==> src/rtl/fp_latency_pipe_pkg.sv <==
// Shared widths and lane-word type for the stallable FP latency pipeline.
// Default parameters match an 8-bit exponent / 9-bit mantissa format.
package fp_pkg;

    localparam int EXP_DEF  = 8;
    localparam int MANT_DEF = 9;

    function automatic int fp_width(input int exp_w, input int mant_w);
        return 1 + exp_w + mant_w;
    endfunction

    // An empty pipe still needs a one-bit count port.
    function automatic int cnt_width(input int n);
        int w;
        w = $clog2(n + 1);
        return (w < 1) ? 1 : w;
    endfunction

    typedef logic [EXP_DEF+MANT_DEF:0] fp_word_t;

endpackage

==> src/rtl/fp_latency_pipe_stage.sv <==
// One stallable register slice: it loads whenever it is empty or the slice
// downstream is advancing, which is what lets bubbles collapse during a stall.
module fp_latency_stage
    import fp_pkg::*;
#(
    parameter int W = fp_width(EXP_DEF, MANT_DEF)
) (
    input  logic         clock,
    input  logic         clock_sreset,
    input  logic         flush,
    input  logic         in_valid,
    input  logic [W-1:0] in_data,
    input  logic         down_adv,
    output logic         v,
    output logic [W-1:0] data,
    output logic         adv
);

    logic         v_q;
    logic [W-1:0] data_q;

    assign adv  = !v_q || down_adv;
    assign v    = v_q;
    assign data = data_q;

    always_ff @(posedge clock) begin
        if (clock_sreset || flush) begin
            v_q <= 1'b0;
        end else if (adv) begin
            v_q <= in_valid;
        end
    end

    // Data is deliberately left out of reset; it is only meaningful with v.
    always_ff @(posedge clock) begin
        if (adv && in_valid) begin
            data_q <= in_data;
        end
    end

endmodule

==> src/rtl/fp_latency_pipe.sv <==
// Multi-lane FP delay pipeline with valid/ready backpressure, bubble
// collapsing, synchronous flush and an occupancy count.
module fp_latency_pipe
    import fp_pkg::*;
#(
    parameter  int EXP     = 8,
    parameter  int MANT    = 9,
    parameter  int LANES   = 1,
    parameter  int LCYCLES = 2,
    localparam int WIDTH   = fp_width(EXP, MANT),
    localparam int CW      = cnt_width(LCYCLES)
) (
    input  logic                   clock,
    input  logic                   clock_sreset,
    input  logic                   flush,
    input  logic                   data_valid,
    output logic                   data_ready,
    input  logic [LANES*WIDTH-1:0] dataa,
    output logic                   result_valid,
    input  logic                   result_ready,
    output logic [LANES*WIDTH-1:0] result,
    output logic [CW-1:0]          count
);

    localparam int VW = LANES * WIDTH;

    if (LCYCLES == 0) begin : g_passthru
        logic unused_clk_rst;
        assign unused_clk_rst = ^{clock, clock_sreset};

        assign result       = dataa;
        assign result_valid = data_valid && !flush;
        assign data_ready   = result_ready && !flush;
        assign count        = '0;
    end else begin : g_pipe
        logic [LCYCLES-1:0] v_w;
        logic [LCYCLES-1:0] adv_w;
        logic [VW-1:0]      d_w [LCYCLES];
        logic               in_xfer;
        logic               out_xfer;
        logic [CW-1:0]      count_q;
        logic [CW-1:0]      count_d;

        for (genvar gi = 0; gi < LCYCLES; gi++) begin : g_stage
            logic          in_v;
            logic [VW-1:0] in_d;
            logic          dn_adv;

            if (gi == 0) begin : g_first
                assign in_v = data_valid;
                assign in_d = dataa;
            end else begin : g_chain
                assign in_v = v_w[gi-1];
                assign in_d = d_w[gi-1];
            end

            // The last slice's advance is the combinational end of the ready chain.
            if (gi == LCYCLES - 1) begin : g_last
                assign dn_adv = result_ready;
            end else begin : g_inner
                assign dn_adv = adv_w[gi+1];
            end

            fp_latency_stage #(
                .W(VW)
            ) u_stage (
                .clock        (clock),
                .clock_sreset (clock_sreset),
                .flush        (flush),
                .in_valid     (in_v),
                .in_data      (in_d),
                .down_adv     (dn_adv),
                .v            (v_w[gi]),
                .data         (d_w[gi]),
                .adv          (adv_w[gi])
            );
        end

        assign data_ready   = adv_w[0] && !flush;
        assign result_valid = v_w[LCYCLES-1];
        assign result       = d_w[LCYCLES-1];

        assign in_xfer  = data_valid && data_ready;
        assign out_xfer = result_valid && result_ready;

        always_comb begin
            count_d = count_q;
            case ({in_xfer, out_xfer})
                2'b10:   count_d = count_q + CW'(1);
                2'b01:   count_d = count_q - CW'(1);
                default: count_d = count_q;
            endcase
        end

        always_ff @(posedge clock) begin
            if (clock_sreset || flush) begin
                count_q <= '0;
            end else begin
                count_q <= count_d;
            end
        end

        assign count = count_q;
    end

endmodule

==> config.mk <==
export PLATFORM = sky130hd
export DESIGN_NAME = fp_latency_pipe
export DESIGN_NICKNAME = d
export VERILOG_FILES = /design/src/rtl/fp_latency_pipe_pkg.sv /design/src/rtl/fp_latency_pipe_stage.sv /design/src/rtl/fp_latency_pipe.sv
export SDC_FILE = /design/constraint.sdc
export NUM_CORES = 1
export LEC_CHECK = 0
export CAP_MARGIN = 40
export CORE_ASPECT_RATIO = 0.5
export CORE_UTILIZATION = 47
export DETAILED_ROUTE_END_ITERATION = 10
export GPL_TIMING_DRIVEN = 0
export PLACE_DENSITY = 0.91
export SYNTH_ARGS = -nofsm -noshare
export SYNTH_HDL_FRONTEND = slang
export SYNTH_HIERARCHICAL = 1
export SYNTH_SLANG_ARGS = --single-unit
==> constraint.sdc <==
create_clock -name clock -period 3.4 [get_ports clock]
set_input_delay 0.34 -clock clock [delete_from_list [all_inputs] [get_ports clock]]
set_output_delay 0.34 -clock clock [all_outputs]
set_load 0.005 [all_outputs]
======== Word level (Yosys, flattened, before mapping) ========
Index checks and enable logic that the tools add are counted.
Widths: inputs -> output; s select.
storage, ports and cells
  bits in registers ....................... 40
  input port bits ......................... 23
  output and inout port bits .............. 22
operators by class
  $add $sub $neg .......................... 2
  eq/ne operators ......................... 2
  mux-type cells .......................... 1
  reduce and logical (&&, ||, !) cells .... 12
operators with widths
  cell                 count
  $logic_and 1x1->1    5
  $pmux 2 s2           1
  $logic_not 1->1      3
  $logic_or 1x1->1     3
  $add 2x1->2 const B  1
  $eq 2x1->1 const B   1
  $eq 2x2->1 const B   1
  $reduce_bool 2->1    1
  $sub 2x1->2 const B  1

======== Longest topological paths before layout ========
Gate-level depths: netlist (run 1).
  depth after elaboration ................. 7
  gate-level depth with buffers ........... 8
  gate-level depth less buffers ........... 8

======== Modules after synthesis ========
The synthesis (run 1) kept the hierarchy.
modules (own cells, without submodules)
  module            times used  cells each  area an instance (µm²)  sequential area each (µm²)
  fp_latency_stage  2           23          598.1                   560.5
  fp_latency_pipe   1           12          110.1                   40.0

======== Worst setup path after synthesis (run 1) ========
Ideal clock, no wire load.
  path kind ............................... input to register
  start ................................... in result_ready
  end ..................................... reg g_pipe.count_q[1], in the netlist count[1]
  setup time .............................. 86 ps
  arrival ................................. 1,659 ps
  setup slack ............................. 1,655 ps
  stages .................................. 7
  buffers on the path ..................... 0
  path through ............................ nand2b_4 > nand2b_4 > nor2b_1 > nand2_1 > ha_1 > or3_1 > a211oi_1
on the way
  longest elaborated chain between the ends .. 6
RTL lines
  element                                          RTL line                     text
  from (decl)                                      fp_latency_pipe.sv:20        input logic result_ready,
  $logic_or 1x1->1 * (2 in series)                 fp_latency_pipe_stage.sv:22  assign adv = !v_q || down_adv;
  named net g_pipe.adv_w[0]                        fp_latency_pipe.sv:37        logic [LCYCLES-1:0] adv_w;
  $logic_and 1x1->1 *                              fp_latency_pipe.sv:79        assign data_ready = adv_w[0] && !flush;
  named net data_ready                             fp_latency_pipe.sv:17        output logic data_ready,
  $logic_and 1x1->1 *                              fp_latency_pipe.sv:83        assign in_xfer = data_valid && data_ready;
  $eq 2x1->1 or $eq 2x2->1 (tied branches)         fp_latency_pipe.sv:88        case ({in_xfer, out_xfer})
  $pmux 2 s2 or $reduce_bool 2->1 (tied branches)  n/a
  to (signal assigned)                             fp_latency_pipe.sv:99        count_q <= count_d;
  to (decl)                                        fp_latency_pipe.sv:41        logic [CW-1:0] count_q;
The timed path passes the listed nets; every way through them passes the cells marked *.
A chain may end at the register's enable or synchronous reset.

======== Worst setup path in the final report (run 1) ========
  start ................................... in result_ready
  end ..................................... out data_ready
on the way
  longest elaborated chain between the ends .. 3
RTL lines
  element                    RTL line
  $logic_or 1x1->1           fp_latency_pipe_stage.sv:22
  named net g_pipe.adv_w[1]  fp_latency_pipe.sv:37
  $logic_or 1x1->1           fp_latency_pipe_stage.sv:22
  named net g_pipe.adv_w[0]  fp_latency_pipe.sv:37
  $logic_and 1x1->1          fp_latency_pipe.sv:79
  to (decl)                  fp_latency_pipe.sv:17
The timed path passes the listed nets, and every way through them passes these cells.

==> summary.txt, run 1 <==
Synthesis
  • Synth top area share: 0.828
  • Post-Syn Area per Cell: 22.5 µm²
  • Post-synth cell types: 16
  • Yosys warning total: 6
  • Seq/Total Area, Yosys: 0.889
  • Post-synthesis cell count: 58
  • Top post-synthesis cells by area: edfxtp_1 (83%), dfxtp_1 (6.1%), nand2b_4 (2.1%)
  • Total nets after synthesis: 82
  • Mapped Area: 1310 µm²
  • Area leader, netlist: edfxtp_1
  • Yosys reg bits: 40

Timing
  • Final Cycle Share: 0.637
  • Hold Fails Final Rpt: 0
  • # setup viols final: 0
  • Fin crit period: 2170 ps
  • Hold slack: 422 ps
  • Slew Limit Fails: 0
  • Relative slew slack: 0.712
  • Fmax: 462 MHz
  • RSZ-0062 raised after global routing: false
  • Setup TNS: 0 ps
  • Slack of the critical path: 1230 ps
  • Final Skew: 3.96 ps
  • Tightest Pin Transition: 432 ps

Global route
  • Global-route wire length before repair: 3.06 mm
  • Total grt overflow: 0
  • Pin count of the biggest net entering global routing: 19
  • Vias in the first global route: 658
  • Initial antenna violation count: 0
  • Total track usage: 0.154

Critical path
  • Crit-path slowest cell: clkdlybuf4s50_1
  • WP data arrival: 1830 ps
  • Worst-path maximum fanout: 3
  • Setup crit end kind: output pin
  • CP Launch Type: primary input
  • Crit path from: result_ready
  • Crit-path cells: clkdlybuf4s50_1, nand2b_4, nand2b_4, nor2b_1, clkdlybuf4s50_1
  • WP buf/inv: 2
  • CP max stage delay: 550 ps
  • Required time of the worst setup path: 3060 ps
  • Crit Path Category: in2out
  • Flop-to-flop setup slack: 1500 ps
  • CP delay by family, top: buffers and inverters
  • R2R Path End: count[1]$_SDFFE_PP0P_
  • R2R cell count: 7
  • RR Startpoint: g_pipe.g_stage[1].u_stage/v$_SDFFE_PP0P_
  • End point of the critical path: data_ready
  • Critical Path Stages: 5

Floorplan
  • Chip Width: 76.6 µm
  • Row count: 13
  • DIE HEIGHT: 39.3 µm
  • Initial Util: 0.499
  • CORE AREA: 2620 µm²
  • Die area: 3010 µm²
  • Io pins: 45

Cells and area
  • Post-Layout Cell Count: 147
  • Area growth, synth to finish: 45.5%
  • Net count, final: 133
  • Layout cells sized above 1: 0.118
  • Antenna Cells: 0

Clock tree
  • # Post-CTS Setup Buffers: 0
  • Clock Path Buffers: 2
  • H-Tree Depth: 2
  • Clock Sinks: 40
  • Reg clk slew, reported paths: 70 ps
  • Clk_lat worst skew: 280 ps
  • Clk root buf: clkbuf_8
  • Clock buffer count from CTS: 5
  • # hold bufs at CTS: 0
  • # resized after CTS: 0
  • CTS tree: yes

Placement
  • HPWL Detailed: 1.57 mm
  • Placed cell count: 139
  • I/O Buffers: 44
  • Post-place setup slack: 1020 ps
  • GPL Wtd Cong: 0.778

Run status
  • Status: finished clean

Power and ir drop
  • Clock share of power: 0.367
  • Post-layout total power: 0.981 mW
  • Int Pwr: 0.813 mW
  • Sw Share: 0.171
  • Comb power frac: 0.058
  • IR drop worst, VDD: 0.000281 V
  • Power Density: 516 nW/µm²
  • Seq pwr share: 0.575
  • Leakage Power: 0.655 nW
  • P_sw: 0.168 mW

Detailed routing
  • DRC: 0
  • DR vias: 655
  • 1st-iter DRT viols: 20
  • Drt pass-1 iters: 4
  • Detail-routed via count per cell: 4.46
  • Final WL: 2.11 mm
  • WL/cell: 14.3 µm
  • Routed Antenna Nets: 0

Worst hold path
  • Worst Hold Class: reg2reg
  • Min-delay src: g_pipe.g_stage[0].u_stage/data[7]$_DFFE_PP_

Flow run
  • Max-Cap Viols: 0
-- flip-flops by register name, summed over array words and instances, names as in the netlist --
signal,cells
g_pipe.g_stage.u_stage/data,36
g_pipe.g_stage.u_stage/v,2
count,2
-- stage by stage --
| step | area [µm²] | util |
|---|---|---|
| CTS | 1900 | 0.726 |
| global route | 1900 | 0.726 |
| detailed placement | 1790 | 0.685 |
| global placement | 1790 | 0.685 |
| floorplan | 1310 | - |
| finish | 1900 | 0.726 |
-- routing by layer --
layer / up-vias / routed length (µm) / track usage
li1: 323 / - / -
met1: 311 / 861 / 0.153
met2: 19 / 1160 / 0.288
met3: 2 / 71 / 0.0512
met4: 0 / 16 / 0.125
met5: - / 0 / 0
-- logic make-up after synthesis --
kind of cell,after synthesis,share of synthesized area
AOI/OAI and AO/OA,4,0.0287
xor gates and xnor gates,2,0.0134
adders and majority gates,1,0.00958
buffers and inverters,2,0.00575
DFF,40,0.889
and+or+nand+nor,9,0.0536
-- worst reg2reg max path, delay by kind of cell (launching register included) --
| family | cells | cell delay (ps) |
|---|---|---|
| AND/OR/NAND/NOR | 5 | 850 |
| flip-flops | 1 | 350 |
| adder cells (fa/ha/maj) | 1 | 310 |
| AO/OA/AOI/OAI | 1 | 290 |
-- synth_stat cells --
master,instances
nand2_1,1
and2_1,1
or3_1,1
o21ai_0,1
nor3_1,1
xnor2_1,1
a211oi_2,2
edfxtp_1,36
nor2b_1,1
a211oi_1,1
dfxtp_1,4
nand2b_4,2
xor2_1,1
ha_1,1
inv_1,2
and2_2,2
-- cells in the final DEF (no fill, tap or decap) --
cell type / instances
clkbuf_8: 5
nand2_1: 1
nor3_1: 1
nand2b_4: 2
nor2b_1: 1
bufinv_16: 1
o21ai_0: 1
or3_1: 1
edfxtp_1: 36
ha_1: 1
xor2_1: 1
and2_1: 1
clkbuf_1: 1
a211oi_1: 1
clkdlybuf4s50_1: 44
inv_1: 2
dfxtp_1: 4
clkinv_2: 1
a211oi_2: 2
and2_2: 2
xnor2_1: 1
-- final cells by class --
type | count | area, µm²
flip-flops and latches | 40 | 1160
fillers | 167 | 718
repair buffers | 44 | 440
multi-input cells | 16 | 138
clock buffers | 6 | 72.6
well taps | 37 | 46.3
clock inverters | 2 | 35.0
inverters | 2 | 7.51
-- worst min path at each step --
stage / slack, ps / endpoint / cells past startpoint
final: 420 / g_pipe.g_stage[1].u_stage/data[7]$_DFFE_PP_ / 0
after detailed placement: 400 / g_pipe.g_stage[1].u_stage/data[5]$_DFFE_PP_ / 0
after CTS: 420 / g_pipe.g_stage[1].u_stage/data[17]$_DFFE_PP_ / 0
after floorplan: 400 / g_pipe.g_stage[1].u_stage/data[0]$_DFFE_PP_ / 0
after global routing: 430 / g_pipe.g_stage[1].u_stage/data[17]$_DFFE_PP_ / 0
after global placement: 400 / g_pipe.g_stage[1].u_stage/data[12]$_DFFE_PP_ / 0
-- power groups by stage --
stage                     logic, mW  registers (mW)  clock network [mW]
after CTS                    0.0574           0.565               0.370
final                        0.0570           0.565               0.360
after floorplan              0.0117           0.574                   0
after detailed placement     0.0569           0.576                   0
after global routing         0.0604           0.566               0.387
after global placement       0.0547           0.574                   0
Note: power is estimated with default switching activity, not from simulation.
==> inputs of run 2 (changes only) <==
- CORE_UTILIZATION: 47 -> 39
- PLACE_DENSITY: 0.91 -> 0.81
- clock period: 3.4 -> 1.95 ns (I/O delays scaled with it)
==> run 2 against run 1 <==
Effect of this change:
- the run now ends with DRC left
- register-to-register slack worse by 1300 ps
- combinational power up 73%
- critical path type is now in2reg
- count of clock-buffer cells in the layout unchanged
- largest cell class unchanged
- worst hold slack worse by 1.4 ps
- total power up 60%
- clock power up 36%
- setup slack worse by 1100 ps
- sequential power up 74%
- non-clock buffer count unchanged
==> summary.txt, run 2 (synthesis gave the netlist of run 1 again) <==
Detailed routing
  • WL/cell: 13.1 µm (-8.5%)
  • Top layer in use: met4
  • Detail-routed via count per cell: 4.40 (-1.2%)
  • 1st-iter DRT viols: 26 (+30%)
  • Final WL: 1.95 mm (-7.3%)
  • Met3 wire length: 76 µm (+7.0%)
  • Drt pass-1 iters: 6 (+2)
  • DRC: 6 (+6)
  • Metal1 wirelength: 831 µm (-3.5%)
  • Routed wl met2: 1.01 mm (-13%)
  • Routed Antenna Nets: 0 (unchanged)
  • DR vias: 656 (+0.15%)

Timing
  • Fin crit period: 1820 ps
  • Tightest Pin Transition: 421 ps (-10.7 ps)
  • Fmax: 548 MHz
  • # setup viols final: 0 (unchanged)
  • Final Skew: 2.22 ps (-1.74 ps)
  • RSZ-0062 raised after global routing: false
  • Relative slew slack: 0.719 (+0.00715)
  • Hold Fails Final Rpt: 0 (unchanged)
  • Slew Limit Fails: 0 (unchanged)
  • Setup TNS: 0 ps (unchanged)
  • Final Cycle Share: 0.935

Power and ir drop
  • IR drop worst, VDD: 0.000268 V (-4.8%)
  • Post-layout total power: 1.57 mW (+60%)
  • Power Density: 837 nW/µm² (+62%)
  • Leakage Power: 0.643 nW (-1.8%)

Critical path
  • CP Launch Type: primary input
  • Crit Path Category: in2reg
  • Setup crit end kind: register
  • WP data arrival: 2020 ps (+190 ps)
  • Required time of the worst setup path: 2150 ps (-910 ps)
  • Worst-path maximum fanout: 3 (unchanged)

Global route
  • Total grt overflow: 0 (unchanged)
  • Total track usage: 0.123 (-0.0316)
  • Vias in the first global route: 656 (-0.30%)
  • Global-route wire length before repair: 3.14 mm (+2.7%)
  • Pin count of the biggest net entering global routing: 19 (unchanged)
  • Initial antenna violation count: 0 (unchanged)

Placement
  • Placed cell count: 142 (+2.2%)
  • HPWL Detailed: 1.47 mm (-6.0%)
  • I/O Buffers: 44 (unchanged)
  • GPL Wtd Cong: 0.776 (-0.37%)

Cells and area
  • Antenna Cells: 0 (unchanged)
  • Reg area: 1160 µm² (unchanged)
  • Multi-input gate area: 140 µm² (+1.8%)
  • Fillers: 220 (+32%)
  • Final core occ: 0.605 (-0.120)
  • Area growth, synth to finish: 43.7%
  • Max FFs per register: 36 (unchanged)
  • Net count, final: 133 (unchanged)
  • Most frequent cells in the layout: clkdlybuf4s50_1 (44), edfxtp_1 (36), clkbuf_8 (5)
  • Layout cells sized above 1: 0.119 (+0.00108)
  • Post-Layout Cell Count: 149 (+1.4%)
  • Commonest non-fill, non-tap cell in the layout: clkdlybuf4s50_1

Clock tree
  • Clock buffer count from CTS: 5 (unchanged)
  • H-Tree Depth: 2 (unchanged)
  • Clock Sinks: 40 (unchanged)
  • CTS tree: yes
  • Clock Path Buffers: 2 (unchanged)
  • # Post-CTS Setup Buffers: 0 (unchanged)
  • Clk root buf: clkbuf_8
  • Reg clk slew, reported paths: 70 ps (about the same)
  • Clk_lat worst skew: 280 ps (about the same)

Flow run
  • Max-Cap Viols: 0 (unchanged)

Floorplan
  • DIE HEIGHT: 42.9 µm (+9.3%)
  • Row count: 14 (+1)
  • Initial Util: 0.421 (-0.0775)
  • Chip Width: 83.8 µm (+9.5%)
  • Io pins: 45 (unchanged)
  • Die area: 3600 µm² (+20%)
  • CORE AREA: 3100 µm² (+18%)

Worst hold path
  • Worst Hold Class: reg2reg

Run status
  • Failing checks: DRC
  • Status: finished, violations left
## run 2: cell count changes in the layout (fill, tap and decap cells not counted), sizes merged
cell	delta
bufinv	-1
## run 2: worst max-delay path: stages
cell and delay [ps]:
clkdlybuf4s50_1 470, nand2b_4 130, nand2b_4 130, nor2b_2 140
nand2_1 70, ha_1 310, or3_1 350, a211oi_1 220
## run 2: worst paths after layout
kind	start	endpoint	slack, ps	depth (start not counted)
setup / recovery	result_ready	count[1]$_SDFFE_PP0P_	130	8
setup reg to reg	g_pipe.g_stage[1].u_stage/v$_SDFFE_PP0P_	count[1]$_SDFFE_PP0P_	210	7
hold / removal	g_pipe.g_stage[0].u_stage/data[7]$_DFFE_PP_	g_pipe.g_stage[1].u_stage/data[7]$_DFFE_PP_	420	0
hold reg to reg	g_pipe.g_stage[0].u_stage/data[7]$_DFFE_PP_	g_pipe.g_stage[1].u_stage/data[7]$_DFFE_PP_	420	0
## run 2: cell type report
cell class / count / share of cell area
Sequential cell: 40 / 0.619
Timing Repair Buffer: 44 / 0.235
Multi-Input combinational cell: 16 / 0.0747
Clock buffer: 6 / 0.0387
Tap cell: 40 / 0.0267
Inverter: 2 / 0.00400
Clock inverter: 1 / 0.00267
## run 2: power breakdown
group / switching (mW) / internal, mW
logic: 0.0329 / 0.0658
registers: 0.00967 / 0.973
clock network: 0.246 / 0.243
total: 0.289 / 1.28
## run 2: per-layer routing
metal,vias up,track usage
li1,319,-
met1,315,0.142
met2,16,0.203
met3,6,0.0350
met4,0,0.0862
met5,-,0
## run 2: through the flow
step / cell area (µm²) / setup slack [ps] / hold slack (ps)
2_1_floorplan: 1310 / 244 / 260
3_3_place_gp: 1800 / -156 / 401
3_5_place_dp: 1800 / -218 / 405
4_1_cts: 1870 / 87.4 / 422
5_1_grt: 1880 / 19.4 / 427
6_report: 1880 / 126 / 420
## run 2: what timing repair did
item                       in CTS  in global routing
setup endpoints to repair       0                  1
resized for setup               0                  1
hold buffers                    0                  0
